$ cat config.mk
export PLATFORM = sky130hd
export DESIGN_NAME = mioc_nor2_nmos_tc_flat
export DESIGN_NICKNAME = d
export VERILOG_FILES = /design/src/rtl/mioc_nor2_nmos_tc_pkg.sv /design/src/rtl/mioc_nor2_nmos_tc_if.sv /design/src/rtl/mioc_nor2_nmos_tc_sat_cnt.sv /design/src/rtl/mioc_nor2_nmos_tc.sv /design/src/flat_wrapper.sv
export SDC_FILE = /design/constraint.sdc
export NUM_CORES = 1
export LEC_CHECK = 0
export ABC_AREA = 0
export BUFFER_PORTS_ARGS = -buffer_cell sky130_fd_sc_hd__buf_2
export CAP_MARGIN = 10
export CORE_MARGIN = 5
export CORE_UTILIZATION = 25
export CTS_CLUSTER_DIAMETER = 100
export CTS_CLUSTER_SIZE = 14
export DETAILED_ROUTE_END_ITERATION = 10
export PLACE_DENSITY_LB_ADDON = 0.3
export SLEW_MARGIN = 20
export SYNTH_ARGS = -nofsm -noshare
export SYNTH_HDL_FRONTEND = slang
export SYNTH_SLANG_ARGS = --single-unit
$ cat constraint.sdc
create_clock -name clk -period 2.3 [get_ports clk]
set_input_delay 0.46 -clock clk [delete_from_list [all_inputs] [get_ports clk]]
set_output_delay 0.46 -clock clk [all_outputs]
set_load 0.05 [all_outputs]
$ cat src/rtl/mioc_nor2_nmos_tc_pkg.sv
// Shared types and helpers for the NOR2 characterisation wrapper.
// The fault_sel codes here are used only when MIOC_NOR2_FAULT_INJ_EN is defined.
package mioc_nor2_pkg;

    typedef enum logic [1:0] {
        FLT_NONE = 2'b00,
        FLT_SA0  = 2'b01,
        FLT_SA1  = 2'b10,
        FLT_INV  = 2'b11
    } flt_e;

    localparam int unsigned CNT_W_DEFAULT = 16;

    function automatic logic nor2(input logic a, input logic b);
        return ~(a | b);
    endfunction

    function automatic logic apply_fault(input logic r, input logic [1:0] sel);
        logic f;
        f = r;
        case (sel)
            FLT_NONE: f = r;
            FLT_SA0:  f = 1'b0;
            FLT_SA1:  f = 1'b1;
            FLT_INV:  f = ~r;
            default:  f = r;
        endcase
        return f;
    endfunction

endpackage

$ cat src/rtl/mioc_nor2_nmos_tc_if.sv
// Bus between the pattern driver / readout logic and the NOR2 characterisation wrapper.
// The driver owns the master modport and the wrapper owns the slave modport.
interface mioc_nor2_nmos_tc_if
    import mioc_nor2_pkg::*;
#(
    parameter int unsigned CNT_W = CNT_W_DEFAULT
) ();

    logic             en;
    logic             clr;
    logic             in1;
    logic             in2;
    logic [1:0]       fault_sel;
    logic             z;
    logic             z_valid;
    logic [CNT_W-1:0] pat_cnt;
    logic [CNT_W-1:0] hi_cnt;
    logic [3:0]       cov;

    modport master (
        output en, clr, in1, in2, fault_sel,
        input  z, z_valid, pat_cnt, hi_cnt, cov
    );

    modport slave (
        input  en, clr, in1, in2, fault_sel,
        output z, z_valid, pat_cnt, hi_cnt, cov
    );

endinterface

$ cat src/rtl/mioc_nor2_nmos_tc_sat_cnt.sv
// Saturating up-counter with synchronous active-low reset, synchronous clear
// and increment enable; it holds at all-ones instead of wrapping.
module mioc_nor2_sat_cnt #(
    parameter int unsigned W = 16
) (
    input  logic         clk,
    input  logic         rst_n,
    input  logic         clr,
    input  logic         inc,
    output logic [W-1:0] cnt
);

    always_ff @(posedge clk) begin
        if (!rst_n || clr) begin
            cnt <= '0;
        end else if (inc && (cnt != '1)) begin
            cnt <= cnt + 1'b1;
        end
    end

endmodule

$ cat src/rtl/mioc_nor2_nmos_tc.sv
// Clocked NOR2 test wrapper: registers z = f(~(in1|in2)) and keeps pattern, output-high
// and input-coverage statistics. Define MIOC_NOR2_FAULT_INJ_EN to enable fault injection.
module mioc_nor2_nmos_tc
    import mioc_nor2_pkg::*;
#(
    parameter int unsigned CNT_W = CNT_W_DEFAULT
) (
    input  logic                 clk,
    input  logic                 rst_n,
    mioc_nor2_nmos_tc_if.slave   bus
);

    logic r;
    logic fz;
    logic cnt_en;

    assign r = nor2(bus.in1, bus.in2);

`ifdef MIOC_NOR2_FAULT_INJ_EN
    assign fz = apply_fault(r, bus.fault_sel);
`else
    logic unused_fault_sel;
    assign unused_fault_sel = ^bus.fault_sel;
    assign fz = r;
`endif

    // clr drops the statistics for this sample, but z/z_valid still capture it.
    assign cnt_en = bus.en & ~bus.clr;

    always_ff @(posedge clk) begin
        if (!rst_n) begin
            bus.z       <= 1'b0;
            bus.z_valid <= 1'b0;
            bus.cov     <= '0;
        end else begin
            bus.z_valid <= bus.en;
            if (bus.en) begin
                bus.z <= fz;
            end
            if (bus.clr) begin
                bus.cov <= '0;
            end else if (bus.en) begin
                bus.cov[{bus.in1, bus.in2}] <= 1'b1;
            end
        end
    end

    mioc_nor2_sat_cnt #(.W(CNT_W)) u_pat_cnt (
        .clk   (clk),
        .rst_n (rst_n),
        .clr   (bus.clr),
        .inc   (cnt_en),
        .cnt   (bus.pat_cnt)
    );

    mioc_nor2_sat_cnt #(.W(CNT_W)) u_hi_cnt (
        .clk   (clk),
        .rst_n (rst_n),
        .clr   (bus.clr),
        .inc   (cnt_en & fz),
        .cnt   (bus.hi_cnt)
    );

endmodule

$ cat src/flat_wrapper.sv
// flat-port wrapper written by rule: the top's interface ports become plain ports
module mioc_nor2_nmos_tc_flat import mioc_nor2_pkg::*;
#(
    parameter int unsigned CNT_W = CNT_W_DEFAULT
)
  (clk, rst_n, bus_en, bus_clr, bus_in1, bus_in2, bus_fault_sel, bus_z, bus_z_valid, bus_pat_cnt, bus_hi_cnt, bus_cov);
  mioc_nor2_nmos_tc_if #(.CNT_W(CNT_W)) bus_i ();
  input  logic clk;
  input  logic rst_n;
  input wire logic [$bits(bus_i.en)-1:0] bus_en;
  input wire logic [$bits(bus_i.clr)-1:0] bus_clr;
  input wire logic [$bits(bus_i.in1)-1:0] bus_in1;
  input wire logic [$bits(bus_i.in2)-1:0] bus_in2;
  input wire logic [$bits(bus_i.fault_sel)-1:0] bus_fault_sel;
  output wire logic [$bits(bus_i.z)-1:0] bus_z;
  output wire logic [$bits(bus_i.z_valid)-1:0] bus_z_valid;
  output wire logic [$bits(bus_i.pat_cnt)-1:0] bus_pat_cnt;
  output wire logic [$bits(bus_i.hi_cnt)-1:0] bus_hi_cnt;
  output wire logic [$bits(bus_i.cov)-1:0] bus_cov;
  assign bus_i.en = bus_en;
  assign bus_i.clr = bus_clr;
  assign bus_i.in1 = bus_in1;
  assign bus_i.in2 = bus_in2;
  assign bus_i.fault_sel = bus_fault_sel;
  assign bus_z = bus_i.z;
  assign bus_z_valid = bus_i.z_valid;
  assign bus_pat_cnt = bus_i.pat_cnt;
  assign bus_hi_cnt = bus_i.hi_cnt;
  assign bus_cov = bus_i.cov;
  mioc_nor2_nmos_tc #(.CNT_W(CNT_W)) u_core (.clk(clk), .rst_n(rst_n), .bus(bus_i));
endmodule
* After elaboration in Yosys (flattened, before gate mapping) *
Index checks and enable logic that the tools add are counted.
W data, S select, Z words.

storage, ports and cells
  bits in registers = 38
  latch bits = 0
  RAM bits = 0
  ROM bits = 0
  input bits = 8
  memories kept = 0

operators by class
  add/subtract/negate cells = 2
  $mul = 0
  div/mod/pow operators = 0
  magnitude comparators = 2
  eq/ne operators = 2
  shifts and indexed selects = 0
  multiplexer cells = 2
  bitwise logic cells = 7
  reduce and logical (&&, ||, !) cells = 6

operators with widths
  operator                 count
  $add A16 B1 Y16 const B  2
  $ne A16 B16 Y1 const B   2
  $or A4 B4 Y4             1
  $logic_and A1 B1 Y1      3
  $lt A2 B3 Y1 const B     1
  $not A1 Y1               3
  $and A1 B1 Y1            2
  $demux W1 S2             1
  $ge A2 B1 Y1 const B     1
  $reduce_or A2 Y1         1
  $logic_not A1 Y1         1
  $logic_or A1 B1 Y1       1
  $mux W1                  1
  $or A1 B1 Y1             1

* Longest topological paths before layout *
  depth after elaboration = 5
  gate-level depth with buffers = 6
  depth with buffers taken out = 5

* Hierarchy *
Synthesis repeated with hierarchy kept, for this count alone.

second synthesis, totals
  cells, all modules = 211
  area, all modules = 1953.1 um^2

modules (own cells, without submodules)
  module             instances  cells each  area each (um^2)  seq. area each (um^2)
  mioc_nor2_sat_cnt  2          94          862.1             320.3
  mioc_nor2_nmos_tc  1          23          229.0             120.1

* Worst setup path before layout *
OpenSTA, ideal clock, no wires.

  path kind = register to register
  from = register u_core.u_pat_cnt.cnt[1]
  to = register u_core.u_pat_cnt.cnt[1]
  library setup time = 115 ps
  data arrival time = 2242 ps
  required time = 2185 ps
  slack = -57 ps
  cell stages (with the launch flop) = 7
  cells stage by stage = dfxtp_1 ha_1 nand3_1 nor4_1 clkbuf_1 nor3b_1 o21a_1

between the ends
  cells in the longest elaborated chain, start to end = 2
  elaborated cells between the ends (all ways) = 3
  classes of those cells = add/sub (1); eq/ne (1); reduce/logical (1)

ends and longest elaborated chain
  element                                                                  RTL line                         source
  start, declared                                                          mioc_nor2_nmos_tc_sat_cnt.sv:10  output logic [W-1:0] cnt
  start signal, assigned                                                   mioc_nor2_nmos_tc_sat_cnt.sv:17  cnt <= cnt + 1'b1;
  parallel branches: the longest is 2 deep, another holds $add A16 B1 Y16  -

Parallel ways; which one is timed is not known.
A chain may end at the register's enable or synchronous reset.

* Worst setup path after layout *
  from = register u_core.u_hi_cnt.cnt[8]
  to = register u_core.u_hi_cnt.cnt[6]

between the ends
  cells in the longest elaborated chain, start to end = 2

ends and longest elaborated chain
  element                 RTL line                         source
  start, declared         mioc_nor2_nmos_tc_sat_cnt.sv:10
  start signal, assigned  mioc_nor2_nmos_tc_sat_cnt.sv:17
  $ne A16 B16 Y1          mioc_nor2_nmos_tc_sat_cnt.sv:16  end else if (inc && (cnt != '1)) begin
  $logic_and A1 B1 Y1     mioc_nor2_nmos_tc_sat_cnt.sv:16

No other way between the ends.

==> flow_summary.ini <==
[timing]
clock.fmax_mhz = 502
slew_violations = 0
slew_headroom_pct = 39.9
fin_ws_ns = 0.310
fin_crit_sh_pct = 86.5
hold_viol = 0
min_period_ns = 1.99
skew_ns = 0.00972
tightest_slew_ns = 0.890
rsz0062_at_grt = false
tns_ns = 0
setup_viol = 0

[power_and_ir_drop]
switchingPower_mw = 0.299
intPower_mw = 0.925
ir_worst_vdd_mv = 0.284
p_total_mw = 1.22
clkPwrFrac_pct = 40.2
p_seq_share_pct = 54.3
p_per_area_mw_per_mm2 = 531
swShare_pct = 24.4
share_comb_of_total_power_pct = 5.6
p_leak_nw = 0.874

[synthesis]
synthCells = 215
synthAdderAreaFrac_pct = 1.39
syn_area_per_cell_um2 = 8.40
yosys_warnings = 0
yosys.area_share.xor_xnor_pct = 1.46
synth_top_family_by_area = simple AND/OR/NAND/NOR gates
synthMuxAreaShare_pct = 1.11
ys_types = 41
yosysSeqAreaShare_pct = 42.1
synth.ff_latch_count = 38
synth-compound-area-share_pct = 20.7
syn-num-nets = 225
yosys.area_share.simple_pct = 29.7
syn_area_mm2 = 0.00181

[place]
hpwl_mm = 3.64
port_buffers = 43
pre_cts_ws_ns = 0.0789
gp_congestion = 0.754

[route]
antenna_left = 0
vias = 1883
wl_per_cell_um = 13.6
firstDrtPassIters = 4
drc = 0
totalWireLength_mm = 5.01
vias_per_cell = 5.10
drt-initial-drc-count = 90

[grt]
grt_util_met1_pct = 15.8
overflow = 0
grtUsageTotal_pct = 11.9
busiest_layer = met2
grt_pass1_wl_mm = 8.52
use_met2_pct = 18.3
grt_pass1_vias = 1759
grt_max_degree = 33
use_met3_pct = 3.43
antenna_found_initial = 0

[die]
dieArea_mm2 = 0.00902
core.rowCount = 31
die_height_um = 95.0
io_pins = 46
core_area_mm2 = 0.00714
die_x_um = 95.0
start_util_pct = 25.3

[critical_path]
required_ns = 2.47
cp.arrival_ns = 2.16
worst-setup-path-type = reg2reg
worst_setup_path_end_kind = register
reg2reg_slack_ns = 0.31
rr_worst_depth = 4
r2r-end = u_core.u_hi_cnt.cnt[6]
start_kind = register
r2r-start = u_core.u_hi_cnt.cnt[8]
crit_path_max_fanout = 7

[clock_network]
path_clk_slew_ns = 0.08
cts-root-buf = clkbuf_8
clockBufferDepth = 2
post_cts.repair.setup_buffers = 0
cts_inserted_buffers = 5
insertion_delay_ns = 0.29
cts_resized = 0
clock_sinks = 38
htree_levels = 2
cts_tree = done
hold_buffers = 0

[final_layout]
antenna_cells = 0
nets = 279
area_growth_pct = 27.7
multi_input_area_um2 = 986
drive_gt1_share_pct = 25.2
regArea_um2 = 761
fillCellCount = 803

[flow_run]
maxCapViolations = 0

[hold_path]
hold_end = u_core.bus.z_valid
hold_depth = 2
hold_class = in2reg
min-delay-start = rst_n

[status]
outcome = finished, final reports clean
==> metrics by stage <==
step	hold WS (ns)	util, %	area, µm²	instances
after detailed placement	0.464	31.0	2210	361
after global routing	0.417	32.3	2300	369
final	0.428	32.3	2300	369
after floorplan	0.587	-	1810	215
after CTS	0.422	32.3	2300	369
after global placement	0.455	31.0	2210	361
==> layout by cell type, fill, tap and decap left out, types with 2 or more instances in the layout <==
cell       Yosys  routed
a21oi_1       20      20
a31oi_1        6       6
a41o_1         2       2
and3_1         5       5
and4_1         2       2
buf_2          1      43
buf_4          1      13
clkbuf_8       0       6
dfxtp_1       38      38
ha_1           2       2
inv_1          7       7
mux2i_1        2       2
nand2_1       15      15
nand2b_1       2       2
nand3_1        6       6
nand4_1       11      11
nor2_1        16      16
nor2b_1        2       2
nor3_1         5       5
nor4_1         4       3
o2111ai_1      2       2
o21a_1         2       2
o21ai_0       12      12
o311ai_0       3       3
o31ai_1        7       7
o41ai_1        2       2
or3_1         11      11
or4_1          8       8
xor2_1         2       2
==> layer usage <==
| metal | up-vias | routed length (µm) |
|---|---|---|
| met5 | - | 0 |
| met4 | 0 | 61 |
| met3 | 6 | 330 |
| met2 | 61 | 2210 |
| met1 | 876 | 2410 |
| li1 | 940 | - |
==> worst max path at each step <==
stage                                      start                       to  slack (ns)  cells past startpoint
after detailed placement                 bus_in1  u_core.u_hi_cnt.cnt[14]        0.08                      7
after floorplan           u_core.u_hi_cnt.cnt[8]   u_core.u_hi_cnt.cnt[2]        0.05                      4
final                     u_core.u_hi_cnt.cnt[8]   u_core.u_hi_cnt.cnt[6]        0.31                      4
after global placement                   bus_in1  u_core.u_hi_cnt.cnt[11]        0.08                      5
after CTS                 u_core.u_hi_cnt.cnt[8]   u_core.u_hi_cnt.cnt[6]        0.29                      4
after global routing      u_core.u_hi_cnt.cnt[8]   u_core.u_hi_cnt.cnt[6]        0.09                      4
==> critical path: stages, from the launching register on <==
cell	delay, ns
dfxtp_1	0.45
nand4_1	0.30
o311ai_0	0.86
or3_1	0.20
a21oi_1	0.06
==> logic make-up (layout without fill, tap and decap cells) <==
family | count (synthesis) | count (layout)
adder cells (fa/ha/maj) | 2 | 2
buffers and inverters | 16 | 71
AND/OR/NAND/NOR | 95 | 95
multiplexers | 2 | 2
AO/OA/AOI/OAI | 59 | 59
flip-flops | 38 | 38
XOR/XNOR | 3 | 3
==> area by class of cell <==
type                       instances  share of cell area, %
multi-input combinational        161                   42.8
tap                               99                   5.37
clock inverter                     2                  0.543
inverter                           7                   1.14
timing repair buffer              56                   13.6
sequential                        38                   33.0
clock buffer                       6                   3.58
==> registers in the layout, summed over array words and instances (netlist names) <==
register,count
u_core.bus.cov,4
u_core.bus.z,1
u_core.bus.z_valid,1
u_core.u_hi_cnt.cnt,16
u_core.u_pat_cnt.cnt,16
==> power by group through the flow <==
stage	sequential (mW)	clock, mW	combinational (mW)
after floorplan	0.694	0	0.0277
after global placement	0.679	0	0.0683
after detailed placement	0.680	0	0.0683
after CTS	0.664	0.520	0.0686
after global routing	0.665	0.546	0.0748
final	0.664	0.492	0.0680
==> synth_stat cells, drive strengths merged <==
library cell | instances | share of area (%)
or2b | 1 | 0.42
clkbuf | 7 | 1.5
and4 | 2 | 0.97
or4 | 9 | 4.0
o21a | 2 | 0.83
o21ai | 12 | 3.3
nand2 | 15 | 3.1
o41ai | 2 | 0.97
nor3 | 5 | 1.4
a21oi | 20 | 5.5
a41o | 2 | 1.1
a31oi | 6 | 2.1
o31ai | 7 | 2.9
a31o | 1 | 0.49
nor4b | 1 | 0.49
a311oi | 1 | 0.49
nor2 | 16 | 3.3
or3 | 11 | 3.8
o311ai | 3 | 1.5
nand2b | 2 | 0.69
o2111ai | 2 | 0.97
dfxtp | 38 | 42
and4b | 1 | 0.55
or4b | 1 | 0.55
nor4 | 4 | 1.4
nand3 | 6 | 1.7
inv | 7 | 1.5
nand4 | 11 | 3.8
ha | 2 | 1.4
and3 | 5 | 1.7
mux2i | 2 | 1.1
buf | 2 | 0.69
xnor2 | 1 | 0.49
and2 | 1 | 0.35
or2 | 1 | 0.35
xor2 | 2 | 0.97
a41oi | 1 | 0.49
nor3b | 1 | 0.42
nor2b | 2 | 0.69
No activity file was read; power rests on OpenSTA's default activity.
